$ cat src/rtl/sram_port_arbiter_if.sv
// sram_port_arbiter_if
//   Bundles the requester-side handshakes and the SRAM controller port of
//   sram_port_arbiter.
//   slave  : arbiter view (requests in, grants/returns/SRAM drive out)
//   master : requester + SRAM controller view (the opposite directions)
//   Signals: arb_enable; vga_*/dec_*/uart_* request, grant and rd_valid;
//            rd_data; SRAM_read_data, SRAM_address, SRAM_write_data,
//            SRAM_we_n; conflict_count.
interface sram_port_arbiter_if #(
    parameter int ADDR_W = 18,
    parameter int DATA_W = 16
);
    logic              arb_enable;

    logic              vga_req;
    logic [ADDR_W-1:0] vga_address;
    logic              vga_grant;
    logic              vga_rd_valid;

    logic              dec_req;
    logic              dec_we_n;
    logic [ADDR_W-1:0] dec_address;
    logic [DATA_W-1:0] dec_write_data;
    logic              dec_grant;
    logic              dec_rd_valid;

    logic              uart_req;
    logic              uart_we_n;
    logic [ADDR_W-1:0] uart_address;
    logic [DATA_W-1:0] uart_write_data;
    logic              uart_grant;
    logic              uart_rd_valid;

    logic [DATA_W-1:0] rd_data;
    logic [DATA_W-1:0] SRAM_read_data;
    logic [ADDR_W-1:0] SRAM_address;
    logic [DATA_W-1:0] SRAM_write_data;
    logic              SRAM_we_n;
    logic [15:0]       conflict_count;

    modport slave (
        input  arb_enable,
        input  vga_req, vga_address,
        output vga_grant, vga_rd_valid,
        input  dec_req, dec_we_n, dec_address, dec_write_data,
        output dec_grant, dec_rd_valid,
        input  uart_req, uart_we_n, uart_address, uart_write_data,
        output uart_grant, uart_rd_valid,
        output rd_data,
        input  SRAM_read_data,
        output SRAM_address, SRAM_write_data, SRAM_we_n,
        output conflict_count
    );

    modport master (
        output arb_enable,
        output vga_req, vga_address,
        input  vga_grant, vga_rd_valid,
        output dec_req, dec_we_n, dec_address, dec_write_data,
        input  dec_grant, dec_rd_valid,
        output uart_req, uart_we_n, uart_address, uart_write_data,
        input  uart_grant, uart_rd_valid,
        input  rd_data,
        output SRAM_read_data,
        input  SRAM_address, SRAM_write_data, SRAM_we_n,
        input  conflict_count
    );
endinterface

$ cat src/rtl/sram_port_arbiter.sv
// sram_port_arbiter
//   Shares one SRAM port between the VGA fetcher (read-only, absolute
//   priority), the image decoder and the UART loader (round-robin between
//   the two). One grant per cycle; the winner's address/data/we_n are
//   registered onto the SRAM port, and a tag pipeline steers the returning
//   read data to the requester that issued the read.
//   Ports:
//     Clock, Resetn : clock (rising edge), asynchronous active-low reset
//     bus           : sram_port_arbiter_if.slave (requests, grants,
//                     rd_valid strobes, rd_data, SRAM port, conflict_count)
module sram_port_arbiter #(
    parameter int READ_LATENCY = 3,
    parameter int ADDR_W       = 18,
    parameter int DATA_W       = 16
) (
    input  logic                 Clock,
    input  logic                 Resetn,
    sram_port_arbiter_if.slave   bus
);
    localparam int TAG_STAGES = READ_LATENCY - 1;

    localparam logic [1:0] ID_VGA  = 2'd0;
    localparam logic [1:0] ID_DEC  = 2'd1;
    localparam logic [1:0] ID_UART = 2'd2;

    typedef struct packed {
        logic       vld;
        logic [1:0] id;
    } tag_t;

    // Round-robin pointer: 0 = decoder preferred, 1 = UART preferred.
    logic ptr_uart, ptr_uart_nxt;

    logic              grant_vga, grant_dec, grant_uart;
    logic              any_grant;
    logic [ADDR_W-1:0] win_address;
    logic [DATA_W-1:0] win_data;
    logic              win_we_n;
    logic [1:0]        win_id;

    logic [ADDR_W-1:0] sram_address_q;
    logic [DATA_W-1:0] sram_write_data_q;
    logic              sram_we_n_q;

    // Tag for the access currently on the SRAM port (cycle t+1), followed by
    // TAG_STAGES more registers so the tag surfaces in cycle t+READ_LATENCY.
    tag_t                  issue_tag;
    tag_t [TAG_STAGES-1:0] tag_pipe;
    tag_t                  tag_out;

    logic [15:0] conflict_q;
    logic        multi_req;

    // ---------------- grant logic ----------------
    always_comb begin
        grant_vga    = 1'b0;
        grant_dec    = 1'b0;
        grant_uart   = 1'b0;
        ptr_uart_nxt = ptr_uart;
        if (Resetn && bus.arb_enable) begin
            if (bus.vga_req) begin
                grant_vga = 1'b1;
            end else if (bus.dec_req && bus.uart_req) begin
                // Contended: serve the preferred side, then hand preference over.
                if (ptr_uart) grant_uart = 1'b1;
                else          grant_dec  = 1'b1;
                ptr_uart_nxt = ~ptr_uart;
            end else if (bus.dec_req) begin
                grant_dec = 1'b1;
            end else if (bus.uart_req) begin
                grant_uart = 1'b1;
            end
        end
    end

    // ---------------- winner mux ----------------
    always_comb begin
        any_grant   = grant_vga | grant_dec | grant_uart;
        win_address = sram_address_q;
        win_data    = sram_write_data_q;
        win_we_n    = 1'b1;
        win_id      = ID_VGA;
        if (grant_vga) begin
            win_address = bus.vga_address;
            win_we_n    = 1'b1;
            win_id      = ID_VGA;
        end else if (grant_dec) begin
            win_address = bus.dec_address;
            win_data    = bus.dec_write_data;
            win_we_n    = bus.dec_we_n;
            win_id      = ID_DEC;
        end else if (grant_uart) begin
            win_address = bus.uart_address;
            win_data    = bus.uart_write_data;
            win_we_n    = bus.uart_we_n;
            win_id      = ID_UART;
        end
    end

    // ---------------- SRAM port registers + pointer ----------------
    always_ff @(posedge Clock or negedge Resetn) begin
        if (!Resetn) begin
            sram_address_q    <= '0;
            sram_write_data_q <= '0;
            sram_we_n_q       <= 1'b1;
            ptr_uart          <= 1'b0;
        end else begin
            // Idle cycles keep address/data; only we_n returns to 1.
            sram_address_q    <= win_address;
            sram_write_data_q <= win_data;
            sram_we_n_q       <= win_we_n;
            ptr_uart          <= ptr_uart_nxt;
        end
    end

    // ---------------- tag pipeline ----------------
    always_ff @(posedge Clock or negedge Resetn) begin
        if (!Resetn) begin
            issue_tag <= '0;
            tag_pipe  <= '0;
        end else begin
            issue_tag.vld <= any_grant & win_we_n;
            issue_tag.id  <= win_id;
            tag_pipe[0]   <= issue_tag;
            for (int i = 1; i < TAG_STAGES; i++)
                tag_pipe[i] <= tag_pipe[i-1];
        end
    end

    assign tag_out = tag_pipe[TAG_STAGES-1];

    // ---------------- conflict counter ----------------
    assign multi_req = (bus.vga_req & bus.dec_req) |
                       (bus.vga_req & bus.uart_req) |
                       (bus.dec_req & bus.uart_req);

    always_ff @(posedge Clock or negedge Resetn) begin
        if (!Resetn)
            conflict_q <= '0;
        else if (multi_req && conflict_q != 16'hFFFF)
            conflict_q <= conflict_q + 16'd1;
    end

    // ---------------- outputs ----------------
    assign bus.vga_grant       = grant_vga;
    assign bus.dec_grant       = grant_dec;
    assign bus.uart_grant      = grant_uart;
    assign bus.vga_rd_valid    = tag_out.vld && tag_out.id == ID_VGA;
    assign bus.dec_rd_valid    = tag_out.vld && tag_out.id == ID_DEC;
    assign bus.uart_rd_valid   = tag_out.vld && tag_out.id == ID_UART;
    assign bus.rd_data         = bus.SRAM_read_data;
    assign bus.SRAM_address    = sram_address_q;
    assign bus.SRAM_write_data = sram_write_data_q;
    assign bus.SRAM_we_n       = sram_we_n_q;
    assign bus.conflict_count  = conflict_q;
endmodule
$ cat src/flat_wrapper.sv
// flat-port wrapper written by rule: the top's interface ports become plain ports
module sram_port_arbiter_flat 
#(
    parameter int READ_LATENCY = 3,
    parameter int ADDR_W       = 18,
    parameter int DATA_W       = 16
)
  (Clock, Resetn, bus_arb_enable, bus_vga_req, bus_vga_address, bus_vga_grant, bus_vga_rd_valid, bus_dec_req, bus_dec_we_n, bus_dec_address, bus_dec_write_data, bus_dec_grant, bus_dec_rd_valid, bus_uart_req, bus_uart_we_n, bus_uart_address, bus_uart_write_data, bus_uart_grant, bus_uart_rd_valid, bus_rd_data, bus_SRAM_read_data, bus_SRAM_address, bus_SRAM_write_data, bus_SRAM_we_n, bus_conflict_count);
  sram_port_arbiter_if #(.ADDR_W(ADDR_W), .DATA_W(DATA_W)) bus_i ();
  input  logic Clock;
  input  logic Resetn;
  input wire logic [$bits(bus_i.arb_enable)-1:0] bus_arb_enable;
  input wire logic [$bits(bus_i.vga_req)-1:0] bus_vga_req;
  input wire logic [$bits(bus_i.vga_address)-1:0] bus_vga_address;
  output wire logic [$bits(bus_i.vga_grant)-1:0] bus_vga_grant;
  output wire logic [$bits(bus_i.vga_rd_valid)-1:0] bus_vga_rd_valid;
  input wire logic [$bits(bus_i.dec_req)-1:0] bus_dec_req;
  input wire logic [$bits(bus_i.dec_we_n)-1:0] bus_dec_we_n;
  input wire logic [$bits(bus_i.dec_address)-1:0] bus_dec_address;
  input wire logic [$bits(bus_i.dec_write_data)-1:0] bus_dec_write_data;
  output wire logic [$bits(bus_i.dec_grant)-1:0] bus_dec_grant;
  output wire logic [$bits(bus_i.dec_rd_valid)-1:0] bus_dec_rd_valid;
  input wire logic [$bits(bus_i.uart_req)-1:0] bus_uart_req;
  input wire logic [$bits(bus_i.uart_we_n)-1:0] bus_uart_we_n;
  input wire logic [$bits(bus_i.uart_address)-1:0] bus_uart_address;
  input wire logic [$bits(bus_i.uart_write_data)-1:0] bus_uart_write_data;
  output wire logic [$bits(bus_i.uart_grant)-1:0] bus_uart_grant;
  output wire logic [$bits(bus_i.uart_rd_valid)-1:0] bus_uart_rd_valid;
  output wire logic [$bits(bus_i.rd_data)-1:0] bus_rd_data;
  input wire logic [$bits(bus_i.SRAM_read_data)-1:0] bus_SRAM_read_data;
  output wire logic [$bits(bus_i.SRAM_address)-1:0] bus_SRAM_address;
  output wire logic [$bits(bus_i.SRAM_write_data)-1:0] bus_SRAM_write_data;
  output wire logic [$bits(bus_i.SRAM_we_n)-1:0] bus_SRAM_we_n;
  output wire logic [$bits(bus_i.conflict_count)-1:0] bus_conflict_count;
  assign bus_i.arb_enable = bus_arb_enable;
  assign bus_i.vga_req = bus_vga_req;
  assign bus_i.vga_address = bus_vga_address;
  assign bus_vga_grant = bus_i.vga_grant;
  assign bus_vga_rd_valid = bus_i.vga_rd_valid;
  assign bus_i.dec_req = bus_dec_req;
  assign bus_i.dec_we_n = bus_dec_we_n;
  assign bus_i.dec_address = bus_dec_address;
  assign bus_i.dec_write_data = bus_dec_write_data;
  assign bus_dec_grant = bus_i.dec_grant;
  assign bus_dec_rd_valid = bus_i.dec_rd_valid;
  assign bus_i.uart_req = bus_uart_req;
  assign bus_i.uart_we_n = bus_uart_we_n;
  assign bus_i.uart_address = bus_uart_address;
  assign bus_i.uart_write_data = bus_uart_write_data;
  assign bus_uart_grant = bus_i.uart_grant;
  assign bus_uart_rd_valid = bus_i.uart_rd_valid;
  assign bus_rd_data = bus_i.rd_data;
  assign bus_i.SRAM_read_data = bus_SRAM_read_data;
  assign bus_SRAM_address = bus_i.SRAM_address;
  assign bus_SRAM_write_data = bus_i.SRAM_write_data;
  assign bus_SRAM_we_n = bus_i.SRAM_we_n;
  assign bus_conflict_count = bus_i.conflict_count;
  sram_port_arbiter #(.READ_LATENCY(READ_LATENCY), .ADDR_W(ADDR_W), .DATA_W(DATA_W)) u_core (.Clock(Clock), .Resetn(Resetn), .bus(bus_i));
endmodule
$ cat config.mk
export PLATFORM = sky130hd
export DESIGN_NAME = sram_port_arbiter_flat
export DESIGN_NICKNAME = d
export VERILOG_FILES = /design/src/rtl/sram_port_arbiter_if.sv /design/src/rtl/sram_port_arbiter.sv /design/src/flat_wrapper.sv
export SDC_FILE = /design/constraint.sdc
export NUM_CORES = 1
export LEC_CHECK = 0
export ABC_AREA = 0
export CAP_MARGIN = 0
export CORE_MARGIN = 5
export CORE_UTILIZATION = 38
export CTS_CLUSTER_DIAMETER = 200
export DETAILED_ROUTE_END_ITERATION = 7
export PLACE_DENSITY = 0.86
export SLEW_MARGIN = 10
export SYNTH_ARGS = -nofsm -noshare
export SYNTH_HDL_FRONTEND = slang
export SYNTH_SLANG_ARGS = --single-unit
$ cat constraint.sdc
create_clock -name Clock -period 1.9 [get_ports Clock]
set_input_delay 0.38 -clock Clock [delete_from_list [all_inputs] [get_ports Clock]]
set_output_delay 0.38 -clock Clock [all_outputs]
set_load 0.05 [all_outputs]
==> impl_summary.md, run 1 <==
Status
The run finished with clean final reports.

GRT
In the global route stage, met3 resource usage came out at 5.77%. The global-route met2 utilization is 33.4%. The global-route layer with the greatest usage is met2.

The number of antenna violations at the first check in global routing is 1. The first-pass GRT wire length is 15.2 mm. The number of global-route vias before repair came to 3,119. For met1 alone, demand over resource in global routing was 21.9%.

Summed over all layers, the global routing overflow is 0. The largest net degree at the start of global routing is 63. Across every metal layer, demand over resource in global routing totals 19.0%.

Pwr
The internal power of the cells is 2.95 mW. The power per unit of standard cell area is 993 nW/um2. The clock network burns 22.9% of the power. The switching portion of total power is 40.7%. Of the total power, combinational logic draws 41.1%. The worst-case vdd ir drop is 1.20 mV. The reported net switching power is 2.02 mW. The standby leakage power is 2.31 nW. In this run, flip-flops and latches consume 36.0% of the power.

Die
The starting utilization of the core area is 38.4%. The die width is 100 um. The floorplan step set the die height to 100 um. The standard-cell row count is 33. The number of top-level pins is 183. The placeable core region is 8090 um2. The floorplan step defined a die boundary enclosing 10,100 um2.

Detailed routing
The total DRC errors in the routed layout is 0. Dividing the detail-routed wire length by the instance count gives 15.3 um. Before antenna repair, the detailed router went through 4 iterations. The detailed router placed 2,968 vias in this run. The vias per cell is 4.95.

The number of nets with antenna violations after routing is 0. The detailed router finished its first iteration with 92 violations. The post-detailed-routing wire length is 9.19 mm.

Timing
The pin slew with the least headroom to its limit is 0.770 ns. The count of final hold-check violations is 0. The clock skew after layout is 0.00624 ns. The final number of max-transition violations is 0. The max-slew headroom at the worst pin is 48.7%. The worst path uses 93.7% of the clock period. The fmax is 0.562 GHz. The final critical-path required period is 1.78 ns.

The final count of negative-setup-slack endpoints is 0. Setup repair after global routing left no endpoint under its margin.

CTS
TritonCTS built the clock tree. The level count of the clock H-tree is 3. The post-CTS clock slew at the launch and capture registers of the worst setup and hold paths is 0.07 ns. Buffers inserted during clock tree synthesis total 9. The cell at the root of the clock tree is sky130_fd_sc_hd__clkbuf_8. The number of clock sinks is 61.

No sink is reached through more buffers than the 2 on the longest clock path. The clock latency at the later pin of the worst-skew pair is 0.34 ns.

Yosys
Among all flip-flop cells after synthesis, the most frequent one is sky130_fd_sc_hd__dfrtp_1. The number of flops mapped to enable cells by yosys is 0. The synthesized instance count is 329. The number of nets in the synthesized netlist is 440.

The synthesized netlist devotes 3.10% of its cell area to XOR and XNOR gates. After synthesis the cells add up to 3110 um2. The sequential share of the synthesized area is 49.2%. The synthesized design contains 61 register bits. The average instance in the mapped netlist occupies 9.44 um2. The dominant combinational cell family by area after synthesis is simple AND/OR/NAND/NOR gates. The synthesized netlist contains 43 unique library cells. During synthesis, Yosys emitted a total of 0 warnings. After Yosys synthesis, and, or, nand and nor cells account for 21.8% of the synthesized area. Measured against the total synthesized area, the mux share comes to 1.81%. Summing the areas of all compound-gate instances in the mapped netlist gives 15.9% of the synthesized area. In the synthesized netlist the async set-or-reset flop fraction comes to 100%.

The adder and majority gate portion of the synthesized area is 0.725%.

Cells and area
At the end of the flow, the number of nets in the layout was 600. The filler cells instantiated in the layout total 671. The post-route netlist has 20.0% of its cells at a drive strength greater than 1. The finished layout holds 600 standard cells, fillers aside.

After routing the design area is 5000 um2. The post-synthesis to final-layout area growth is 61.1%.

Critical path
The reg-to-reg critical path endpoint is u_core.bus.conflict_count[12]. The first element of the critical path is u_core.bus.conflict_count[0]. The kind of end point of the critical path is a flip-flop.

The delay of the slowest cell on the worst path is 0.41 ns. The worst-case reg-to-reg path depth is 5. The critical path goes through ha_2 -> nand4_4 -> nor4b_4 -> nand3_1 -> mux2_1.

The setup check on the worst reg-to-reg path leaves a slack of 0.12 ns. The data required time of the critical path is 2.12 ns. The cell type of the slowest stage on the worst timing path is sky130_fd_sc_hd__dfrtp_2. At the worst endpoint, the arrival time is 2.00 ns. The start-to-end type of the worst setup path is flip-flop to flip-flop. The worst setup path is launched from a flip-flop. In this run the worst path has a maximum fanout of 5. The worst flop-to-flop path startpoint is u_core.bus.conflict_count[0].

Placed design
The placed cell area is 4720 um2. The count of port buffers added during placement is 150. The routability-driven placement congestion ratio is 0.840. In this run, placement finished with an instance count of 579. The post-detailed-placement half-perimeter wirelength is 6.99 mm.

Hold path
The class of the tightest hold or removal check is input port to asynchronous set/reset pin.

Job
The tool flagged a number of max-cap violations equal to 0.
## per-stage QoR
stage | hold WS [ns] | util, % | worst slack (ns) | setup TNS [ns] | power (mW)
finish | 0.247 | 61.8 | 0.120 | 0 | 4.97
global route | 0.306 | 61.8 | 0.0165 | 0 | 5.23
CTS | 0.262 | 61.0 | 0.00132 | 0 | 5.01
detailed placement | 0.337 | 58.4 | -0.157 | -3.33 | 3.86
global placement | 0.333 | 58.4 | -0.0832 | -1.01 | 3.82
floorplan | 0.0844 | - | 0.0399 | 0 | 3.11
## synth_stat cells (2+ instances only)
cell                       number  area share, %
sky130_fd_sc_hd__nor3b_1        2           0.48
sky130_fd_sc_hd__inv_1          3           0.36
sky130_fd_sc_hd__buf_2          8            1.3
sky130_fd_sc_hd__nand2_1       56            6.8
sky130_fd_sc_hd__nor2_1        19            2.3
sky130_fd_sc_hd__dfrtp_1       60             48
sky130_fd_sc_hd__o21ai_0       29            4.7
sky130_fd_sc_hd__nand2b_1       2           0.40
sky130_fd_sc_hd__and3b_1        2           0.56
sky130_fd_sc_hd__and3_1         5            1.0
sky130_fd_sc_hd__xor2_1         9            2.5
sky130_fd_sc_hd__mux2_1         3            1.1
sky130_fd_sc_hd__nand4_1        4           0.81
sky130_fd_sc_hd__nor3_1         7            1.1
sky130_fd_sc_hd__a211oi_1      18            4.4
sky130_fd_sc_hd__xnor2_1        2           0.56
sky130_fd_sc_hd__buf_4         21            5.1
sky130_fd_sc_hd__o21ai_1       11            1.8
sky130_fd_sc_hd__mux2_2         2           0.73
sky130_fd_sc_hd__nand3_1        8            1.3
sky130_fd_sc_hd__clkbuf_1       4           0.48
sky130_fd_sc_hd__a31oi_1       16            3.2
sky130_fd_sc_hd__nor2b_1       18            3.6
## layout make-up
type	count	area, um2	share of cell area [%]
repair buffers	182	1750	35.0
flip-flops and latches	61	1530	30.6
multi-input cells	230	1370	27.4
clock buffers	12	145	2.90
well taps	105	131	2.63
clock inverters	4	50.0	1.00
inverters	5	21.3	0.425
diodes	1	2.50	0.0500
## power by group through the flow
stage | clock, mW | combinational, mW | sequential [mW]
4_1_cts | 1.18 | 2.05 | 1.78
3_3_place_gp | 0 | 2.03 | 1.78
5_1_grt | 1.24 | 2.16 | 1.83
6_report | 1.14 | 2.04 | 1.79
3_5_place_dp | 0 | 2.06 | 1.80
2_1_floorplan | 0 | 0.532 | 2.57
## layout by cell type, fill, tap and decap left out, types with 3 or more instances in the layout
cell type	count
sky130_fd_sc_hd__clkdlybuf4s50_1	88
sky130_fd_sc_hd__nand4_1	4
sky130_fd_sc_hd__dlymetal6s2s_1	16
sky130_fd_sc_hd__nand3_1	8
sky130_fd_sc_hd__nor2_1	19
sky130_fd_sc_hd__o21ai_1	11
sky130_fd_sc_hd__a211oi_1	18
sky130_fd_sc_hd__nand2_1	56
sky130_fd_sc_hd__buf_12	6
sky130_fd_sc_hd__buf_4	62
sky130_fd_sc_hd__mux2_1	3
sky130_fd_sc_hd__dfrtp_1	58
sky130_fd_sc_hd__nor2b_1	18
sky130_fd_sc_hd__xor2_1	9
sky130_fd_sc_hd__a31oi_1	16
sky130_fd_sc_hd__dlygate4sd2_1	9
sky130_fd_sc_hd__o21ai_0	29
sky130_fd_sc_hd__nor3_1	7
sky130_fd_sc_hd__clkbuf_8	10
sky130_fd_sc_hd__and3_1	5
sky130_fd_sc_hd__inv_1	3
## critical path, delay by kind of cell (launching register included)
family | cells | cell delay (ns)
adders and majority gates | 1 | 0.23
DFF | 1 | 0.41
muxes | 1 | 0.33
and+or+nand+nor | 3 | 0.68
## registers in the layout, indices dropped and copies added (netlist names)
| register | flops |
|---|---|
| u_core.tag_pipe | 3 |
| u_core.bus.SRAM_we_n | 1 |
| u_core.bus.SRAM_write_data | 16 |
| u_core.bus.conflict_count | 16 |
| u_core.tag_out | 3 |
| u_core.issue_tag | 3 |
| u_core.bus.SRAM_address | 18 |
| u_core.ptr_uart | 1 |
## routing by layer
| layer | share of wire (%) | vias up |
|---|---|---|
| met5 | 0 | - |
| met4 | 2.2 | 0 |
| met3 | 6.4 | 24 |
| met2 | 53 | 98 |
| met1 | 38 | 1392 |
| li1 | - | 1454 |
## worst max-delay path by stage
stage | to | slack, ns
3_5_place_dp | u_core.bus.conflict_count[12] | -0.16
6_report | u_core.bus.conflict_count[12] | 0.12
5_1_grt | u_core.bus.conflict_count[1] | 0.02
3_3_place_gp | u_core.bus.conflict_count[12] | -0.08
2_1_floorplan | u_core.bus.conflict_count[12] | 0.04
4_1_cts | bus_SRAM_address[6] | 0.001
## what timing repair did
item,4_1_cts,5_1_grt
setup buffers,4,0
pin swaps,1,1
resized for setup,10,20
endpoints found under the setup margin,9,22
hold buffers,0,0
## cells by family (layout without fill, tap and decap cells)
logic type | Yosys count | count (layout)
AOI/OAI and AO/OA | 79 | 79
xor gates and xnor gates | 11 | 11
adders and majority gates | 2 | 2
buffers and inverters | 38 | 203
DFF | 61 | 61
muxes | 5 | 5
other | 0 | 1
and+or+nand+nor | 133 | 133
No activity file was read; power rests on OpenSTA's default activity.
==> run 2: changes to the inputs <==
--- a/config.mk
+++ b/config.mk
@@ -8,11 +8,10 @@
 export ABC_AREA = 0
 export CAP_MARGIN = 0
 export CORE_MARGIN = 5
-export CORE_UTILIZATION = 38
+export CORE_UTILIZATION = 40
 export CTS_CLUSTER_DIAMETER = 200
 export DETAILED_ROUTE_END_ITERATION = 7
-export PLACE_DENSITY = 0.86
-export SLEW_MARGIN = 10
+export PLACE_DENSITY = 0.9
 export SYNTH_ARGS = -nofsm -noshare
 export SYNTH_HDL_FRONTEND = slang
 export SYNTH_SLANG_ARGS = --single-unit
==> constraint.sdc (replaced) <==
create_clock -name Clock -period 2.2 [get_ports Clock]
set_input_delay 0.44 -clock Clock [delete_from_list [all_inputs] [get_ports Clock]]
set_output_delay 0.44 -clock Clock [all_outputs]
set_load 0.05 [all_outputs]
==> impl_summary.md, run 2 (same netlist as run 1, synthesis figures left out) <==
Timing
RSZ-0062 raised after global routing: no (unchanged). After layout, the minimum clock period comes to 2.11 ns. The pin slew with the least headroom to its limit is 0.766 ns (was 0.770 ns). The count of final hold-check violations is 0 (unchanged). The clock skew after layout is 0.00858 ns (was 0.00624 ns). Based on the critical path, the design can be clocked at up to 0.475 GHz. The ratio of final minimum period to clock period is 95.8%.

The least setup slack across all paths after layout was 0.0930 ns (was 0.120 ns). The max-slew headroom at the worst pin is 48.9% (was 48.7%). The final count of negative-setup-slack endpoints was 0 (unchanged). The final number of max-transition violations was 0 (unchanged).

Cells and area
Highest-count cells in the layout ignoring fill and taps: sky130_fd_sc_hd__clkdlybuf4s50_1, sky130_fd_sc_hd__dfrtp_1, sky130_fd_sc_hd__nand2_1 (was sky130_fd_sc_hd__clkdlybuf4s50_1, sky130_fd_sc_hd__buf_4, sky130_fd_sc_hd__dfrtp_1). The share of cells above drive strength 1 came to 9.24% (was 20.0%). The final cell area excluding filler cells came to 4890 um2 (was 5000 um2).

The layout net count is 582 (was 600). The commonest non-fill, non-tap cell in the layout is sky130_fd_sc_hd__clkdlybuf4s50_1 (unchanged). The flip-flop count of the largest register after layout was 18 (unchanged). The post-synthesis to final-layout area growth came to 57.5% (was 61.1%). The number of diodes added for antenna fixing is 0 (was 1).

Critical path
The worst flop-to-flop path startpoint is u_core.bus.conflict_count[0] (unchanged). The worst-case reg-to-reg path depth is 5 (unchanged). The worst setup path endpoint is bus_dec_grant (was u_core.bus.conflict_count[12]). The data arrival at the endpoint of the critical path was 1.67 ns (was 2.00 ns). The data required time of the critical path is 1.76 ns (was 2.12 ns). The reg-to-reg critical path endpoint is u_core.bus.conflict_count[14] (was u_core.bus.conflict_count[12]).

The start-to-end type of the worst setup path was input port to output port (was flip-flop to flip-flop). The largest driver fanout on the critical path is 11 (was 5). The first element of the critical path is bus_uart_req (was u_core.bus.conflict_count[0]). The register-to-register path setup slack is 0.38 ns (was 0.12 ns). The type of origin of the critical path is an input port (was flip-flop). The kind of end point of the critical path is an output port (was flip-flop).

Die
The placeable core region was 7650 um2 (was 8090 um2). The die width is 98.1 um (was 100 um). The overall die height is 98.1 um (was 100 um). The starting utilization of the core area is 40.6% (was 38.4%). The number of top-level pins is 183 (unchanged). The standard-cell row count is 32 (was 33). The die outline area is 9630 um2 (was 10,100 um2).

Pwr
The standby leakage power is 2.05 nW (was 2.31 nW). The power per unit of standard cell area is 903 nW/um2 (was 993 nW/um2). The worst-case vdd ir drop is 0.742 mV (was 1.20 mV).

GRT
The overall global routing resource usage is 19.5% (was 19.0%). The number of global-route vias before repair is 3,093 (was 3,119). The number of antenna violations at the first check in global routing is 0 (was 1). The first-pass GRT wire length is 15.1 mm (was 15.2 mm). The largest net degree at the start of global routing is 52 (was 63). The final global-route overflow total was 0 (unchanged).

CTS
The number of hold buffers added after CTS is 0 (unchanged). The post-CTS clock slew at the launch and capture registers of the worst setup and hold paths is 0.07 ns (about the same). The cell at the root of the clock tree was sky130_fd_sc_hd__clkbuf_8 (unchanged). The clock tree from TritonCTS is done (unchanged). The level count of the clock H-tree was 3 (unchanged).

The number of buffers inserted during clock tree synthesis is 9 (unchanged). The clock latency at the later pin of the worst-skew pair is 0.33 ns (was 0.34 ns). The maximum buffer depth of the clock tree was 2 (unchanged).

The number of clock sinks is 61 (unchanged).

Detailed routing
The iteration count of the initial detailed-routing pass came to 4 (unchanged). The total DRC errors in the routed layout is 0 (unchanged). The total number of vias is 2,958 (was 2,968). The post-detailed-routing wire length came to 9.37 mm (was 9.19 mm). The detailed-route wire length per cell is 16.2 um (was 15.3 um). The number of nets with antenna violations after routing is 0 (unchanged). The DRC marker count from the first detailed-route iteration was 132 (was 92). The vias per cell is 5.12 (was 4.95).

Placed design
The routability-driven placement congestion ratio came to 0.786 (was 0.840). The post-detailed-placement half-perimeter wirelength came to 7.22 mm (was 6.99 mm). The placed cell area was 4680 um2 (was 4720 um2). The placement-stage worst setup slack is -0.0567 ns (was -0.157 ns). The count of port buffers added during placement is 150 (unchanged).

Status
Status: completed (unchanged).

Hold path
The class of the tightest hold or removal check is input port to asynchronous set/reset pin (unchanged).

Job
The number of max-cap violations is 0 (unchanged).
## run 2: metal layers
metal,share of wire (%),GRT usage (%)
met1,39,22.3
met2,54,34.6
met3,5.4,4.79
met4,1.6,8.63
met5,0,0
## run 2: power by group
group | switching [mW] | internal, mW | total (mW)
Sequential | 0.201 | 1.34 | 1.54
Clock | 0.447 | 0.638 | 1.09
Combinational | 1.10 | 0.689 | 1.79
Total | 1.75 | 2.66 | 4.42
## run 2: cell type report
| cell class | count | area, um2 |
|---|---|---|
| Clock buffer | 10 | 128 |
| Clock inverter | 6 | 87.6 |
| Fill cell | 627 | 2760 |
| Inverter | 5 | 18.8 |
| Multi-Input combinational cell | 230 | 1350 |
| Sequential cell | 61 | 1530 |
| Tap cell | 102 | 128 |
| Timing Repair Buffer | 164 | 1660 |
## run 2: critical path, cell delays in order
cell                              delay (ns)
sky130_fd_sc_hd__clkdlybuf4s50_1        0.47
sky130_fd_sc_hd__buf_4                  0.19
sky130_fd_sc_hd__a21boi_4               0.20
sky130_fd_sc_hd__nand2_4                0.13
sky130_fd_sc_hd__inv_2                  0.10
sky130_fd_sc_hd__buf_12                 0.13
## run 2: per-stage QoR
stage               hold slack [ns]  setup TNS [ns]  power [mW]  utilization (%)  std cells
floorplan                     0.144               0        2.68                -        329
global placement              0.332               0        3.31             61.2        562
detailed placement            0.335          -0.340        3.36             61.2        562
CTS                          0.0658               0        4.46             63.9        578
global route                 0.0900               0        4.62             64.0        578
finish                       0.0818               0        4.42             64.0        578
## run 2: worst min-delay path by stage
stage	start	to	slack [ns]	cells after the start
final	Resetn	u_core.bus.conflict_count[1]	0.08	2
after global routing	Resetn	u_core.bus.conflict_count[5]	0.09	2
after CTS	Resetn	u_core.bus.conflict_count[1]	0.07	2
after detailed placement	u_core.tag_pipe[2]	u_core.tag_out[2]	0.33	0
after global placement	u_core.tag_pipe[0]	u_core.tag_out[0]	0.33	0
after floorplan	Resetn	u_core.bus.SRAM_address[0]	0.14	0
## run 2: what timing repair did
item	CTS	global route
cloned	0	0
endpoints found under the hold margin	0	0
setup endpoints to repair	2	2
setup buffers	0	0
resized for setup	2	1
pin swaps	0	1
==> run 3: changes to the inputs <==
--- a/config.mk
+++ b/config.mk
@@ -12,6 +12,7 @@
 export CTS_CLUSTER_DIAMETER = 200
 export DETAILED_ROUTE_END_ITERATION = 7
 export PLACE_DENSITY = 0.9
+export RECOVER_POWER = 25
 export SYNTH_ARGS = -nofsm -noshare
 export SYNTH_HDL_FRONTEND = slang
 export SYNTH_SLANG_ARGS = --single-unit
==> impl_summary.md, run 3 (same netlist as run 1, synthesis figures left out) <==
Status
Status: completed (unchanged).

Cells and area
The final cell area excluding filler cells was 4880 um2 (was 4890 um2). The layout net count was 582 (unchanged). The commonest non-fill, non-tap cell in the layout is sky130_fd_sc_hd__clkdlybuf4s50_1 (unchanged). The flip-flop count of the largest register after layout is 18 (unchanged). Highest-count cells in the layout ignoring fill and taps: sky130_fd_sc_hd__clkdlybuf4s50_1, sky130_fd_sc_hd__dfrtp_1, sky130_fd_sc_hd__nand2_1 (unchanged). The utilization after layout came to 63.9% (was 64.0%). The post-synthesis to final-layout area growth is 57.3% (was 57.5%). The total of fill cells in the finished design is 630 (was 627). The share of cells above drive strength 1 is 8.82% (was 9.24%). The number of diodes added for antenna fixing came to 0 (unchanged).

Die
The die width is 98.1 um (unchanged). The die outline area is 9630 um2 (unchanged). The number of top-level pins is 183 (unchanged). The starting utilization of the core area is 40.6% (unchanged).

The standard-cell row count was 32 (unchanged). The overall die height was 98.1 um (unchanged). The placeable core region came to 7650 um2 (unchanged).

CTS
The clock tree from TritonCTS is done (unchanged). The number of clock sinks is 61 (unchanged). The number of hold buffers added after CTS is 0 (unchanged).

The level count of the clock H-tree was 3 (unchanged). The post-CTS clock slew at the launch and capture registers of the worst setup and hold paths is 0.07 ns (about the same). The maximum buffer depth of the clock tree is 2 (unchanged). The cell at the root of the clock tree is sky130_fd_sc_hd__clkbuf_8 (unchanged). The clock latency at the later pin of the worst-skew pair came to 0.33 ns (about the same). The number of buffers inserted during clock tree synthesis came to 9 (unchanged).

Detailed routing
The number of nets with antenna violations after routing is 0 (unchanged). The detailed-route wire length per cell is 16.2 um (about the same). The vias per cell was 5.10 (was 5.12). The post-detailed-routing wire length came to 9.38 mm (was 9.37 mm). The total number of vias is 2,950 (was 2,958). The total DRC errors in the routed layout is 0 (unchanged). The DRC marker count from the first detailed-route iteration came to 127 (was 132).

The iteration count of the initial detailed-routing pass is 4 (unchanged).

Critical path
The data required time of the critical path came to 1.76 ns (about the same). The kind of end point of the critical path is an output port (unchanged). The type of origin of the critical path is an input port (unchanged). The largest driver fanout on the critical path is 11 (unchanged). The data arrival at the endpoint of the critical path came to 1.67 ns (about the same).

The start-to-end type of the worst setup path is input port to output port (unchanged).

GRT
The largest net degree at the start of global routing is 52 (unchanged). The number of antenna violations at the first check in global routing came to 0 (unchanged). The first-pass GRT wire length came to 15.1 mm (unchanged). The final global-route overflow total is 0 (unchanged). The overall global routing resource usage is 19.5% (unchanged).

The number of global-route vias before repair is 3,093 (unchanged).

Timing
RSZ-0062 raised after global routing: no (unchanged). The final number of max-transition violations was 0 (unchanged). The pin slew with the least headroom to its limit came to 1.27 ns (was 0.766 ns). The final critical-path required period was 2.11 ns (about the same). The count of final hold-check violations was 0 (unchanged).

The ratio of final minimum period to clock period came to 95.9% (was 95.8%). The final count of negative-setup-slack endpoints is 0 (unchanged). The clock skew after layout came to 0.00752 ns (was 0.00858 ns). The tightest hold margin is 0.298 ns (was 0.0818 ns).

The max-slew headroom at the worst pin is 15.6% (was 48.9%). The fmax is 0.474 GHz (was 0.475 GHz).

Pwr
The power per unit of standard cell area is 904 nW/um2 (was 903 nW/um2). The standby leakage power is 2.05 nW (about the same). The post-layout total power is 4.42 mW (about the same). The worst-case vdd ir drop is 0.742 mV (about the same).

Placed design
The count of port buffers added during placement is 150 (unchanged). The routability-driven placement congestion ratio is 0.786 (unchanged). The placed cell area is 4680 um2 (unchanged).

The post-detailed-placement half-perimeter wirelength was 7.22 mm (unchanged).

Hold path
The class of the tightest hold or removal check was input port to asynchronous set/reset pin (unchanged).

Job
The number of max-cap violations was 0 (unchanged).
-- run 3: cell types whose count changed in the layout (fill, tap and decap cells not counted) --
cell,previous run,this run
sky130_fd_sc_hd__buf_2,1,0
sky130_fd_sc_hd__buf_4,12,10
sky130_fd_sc_hd__clkbuf_2,0,1
sky130_fd_sc_hd__clkbuf_1,1,3
-- run 3: path summary, 6_finish.rpt --
kind	from	to	slack, ns	cells after the start
max	bus_uart_req	bus_dec_grant	0.09	6
min	Resetn	u_core.bus.conflict_count[1]	0.30	2
max reg2reg	u_core.bus.conflict_count[0]	u_core.bus.conflict_count[14]	0.38	5
min reg2reg	u_core.tag_pipe[2]	u_core.tag_out[2]	0.35	0
max in group asynchronous	Resetn	u_core.bus.SRAM_write_data[1]	0.84	2
min in group Clock	u_core.tag_pipe[2]	u_core.tag_out[2]	0.35	0
-- run 3: critical path, stage by stage --
cell,delay [ns]
sky130_fd_sc_hd__clkdlybuf4s50_1,0.47
sky130_fd_sc_hd__buf_4,0.20
sky130_fd_sc_hd__a21boi_4,0.20
sky130_fd_sc_hd__nand2_4,0.13
sky130_fd_sc_hd__inv_2,0.10
sky130_fd_sc_hd__buf_12,0.13
-- run 3: metrics by stage --
step / cells / worst slack [ns] / TNS (ns)
after floorplan: 329 / 0.169 / 0
after global placement: 562 / 0.0353 / 0
after detailed placement: 562 / -0.0567 / -0.340
after CTS: 578 / 0.0159 / 0
after global routing: 578 / 0.0114 / 0
final: 578 / 0.0899 / 0
-- run 3: area by class of cell --
cell class              instances  area [um2]  area share, %
repair buffers                164        1650           33.8
flip-flops and latches         61        1530           31.3
multi-input cells             230        1350           27.6
clock buffers                  10         128           2.61
well taps                     102         128           2.61
clock inverters                 6        87.6           1.79
inverters                       5        18.8          0.384
-- run 3: repair_timing --
| item | in CTS | in global routing |
|---|---|---|
| setup buffers | 0 | 0 |
| resized for setup | 2 | 1 |
| pin swaps | 0 | 1 |
| setup endpoints to repair | 2 | 2 |
-- run 3: where the power goes --
part           leakage, nW  switching (mW)  internal (mW)
sequential           0.738           0.201           1.34
combinational         1.20            1.10          0.688
clock                0.110           0.448          0.638
-- run 3: per-layer routing --
layer  wire [um]  vias to the layer above  track usage (%)
met1        3720                     1419             22.3
met5           0                        -                0
met2        4990                      102             34.6
met3         508                       16             4.79
met4         165                        0             8.63
li1            -                     1413                -
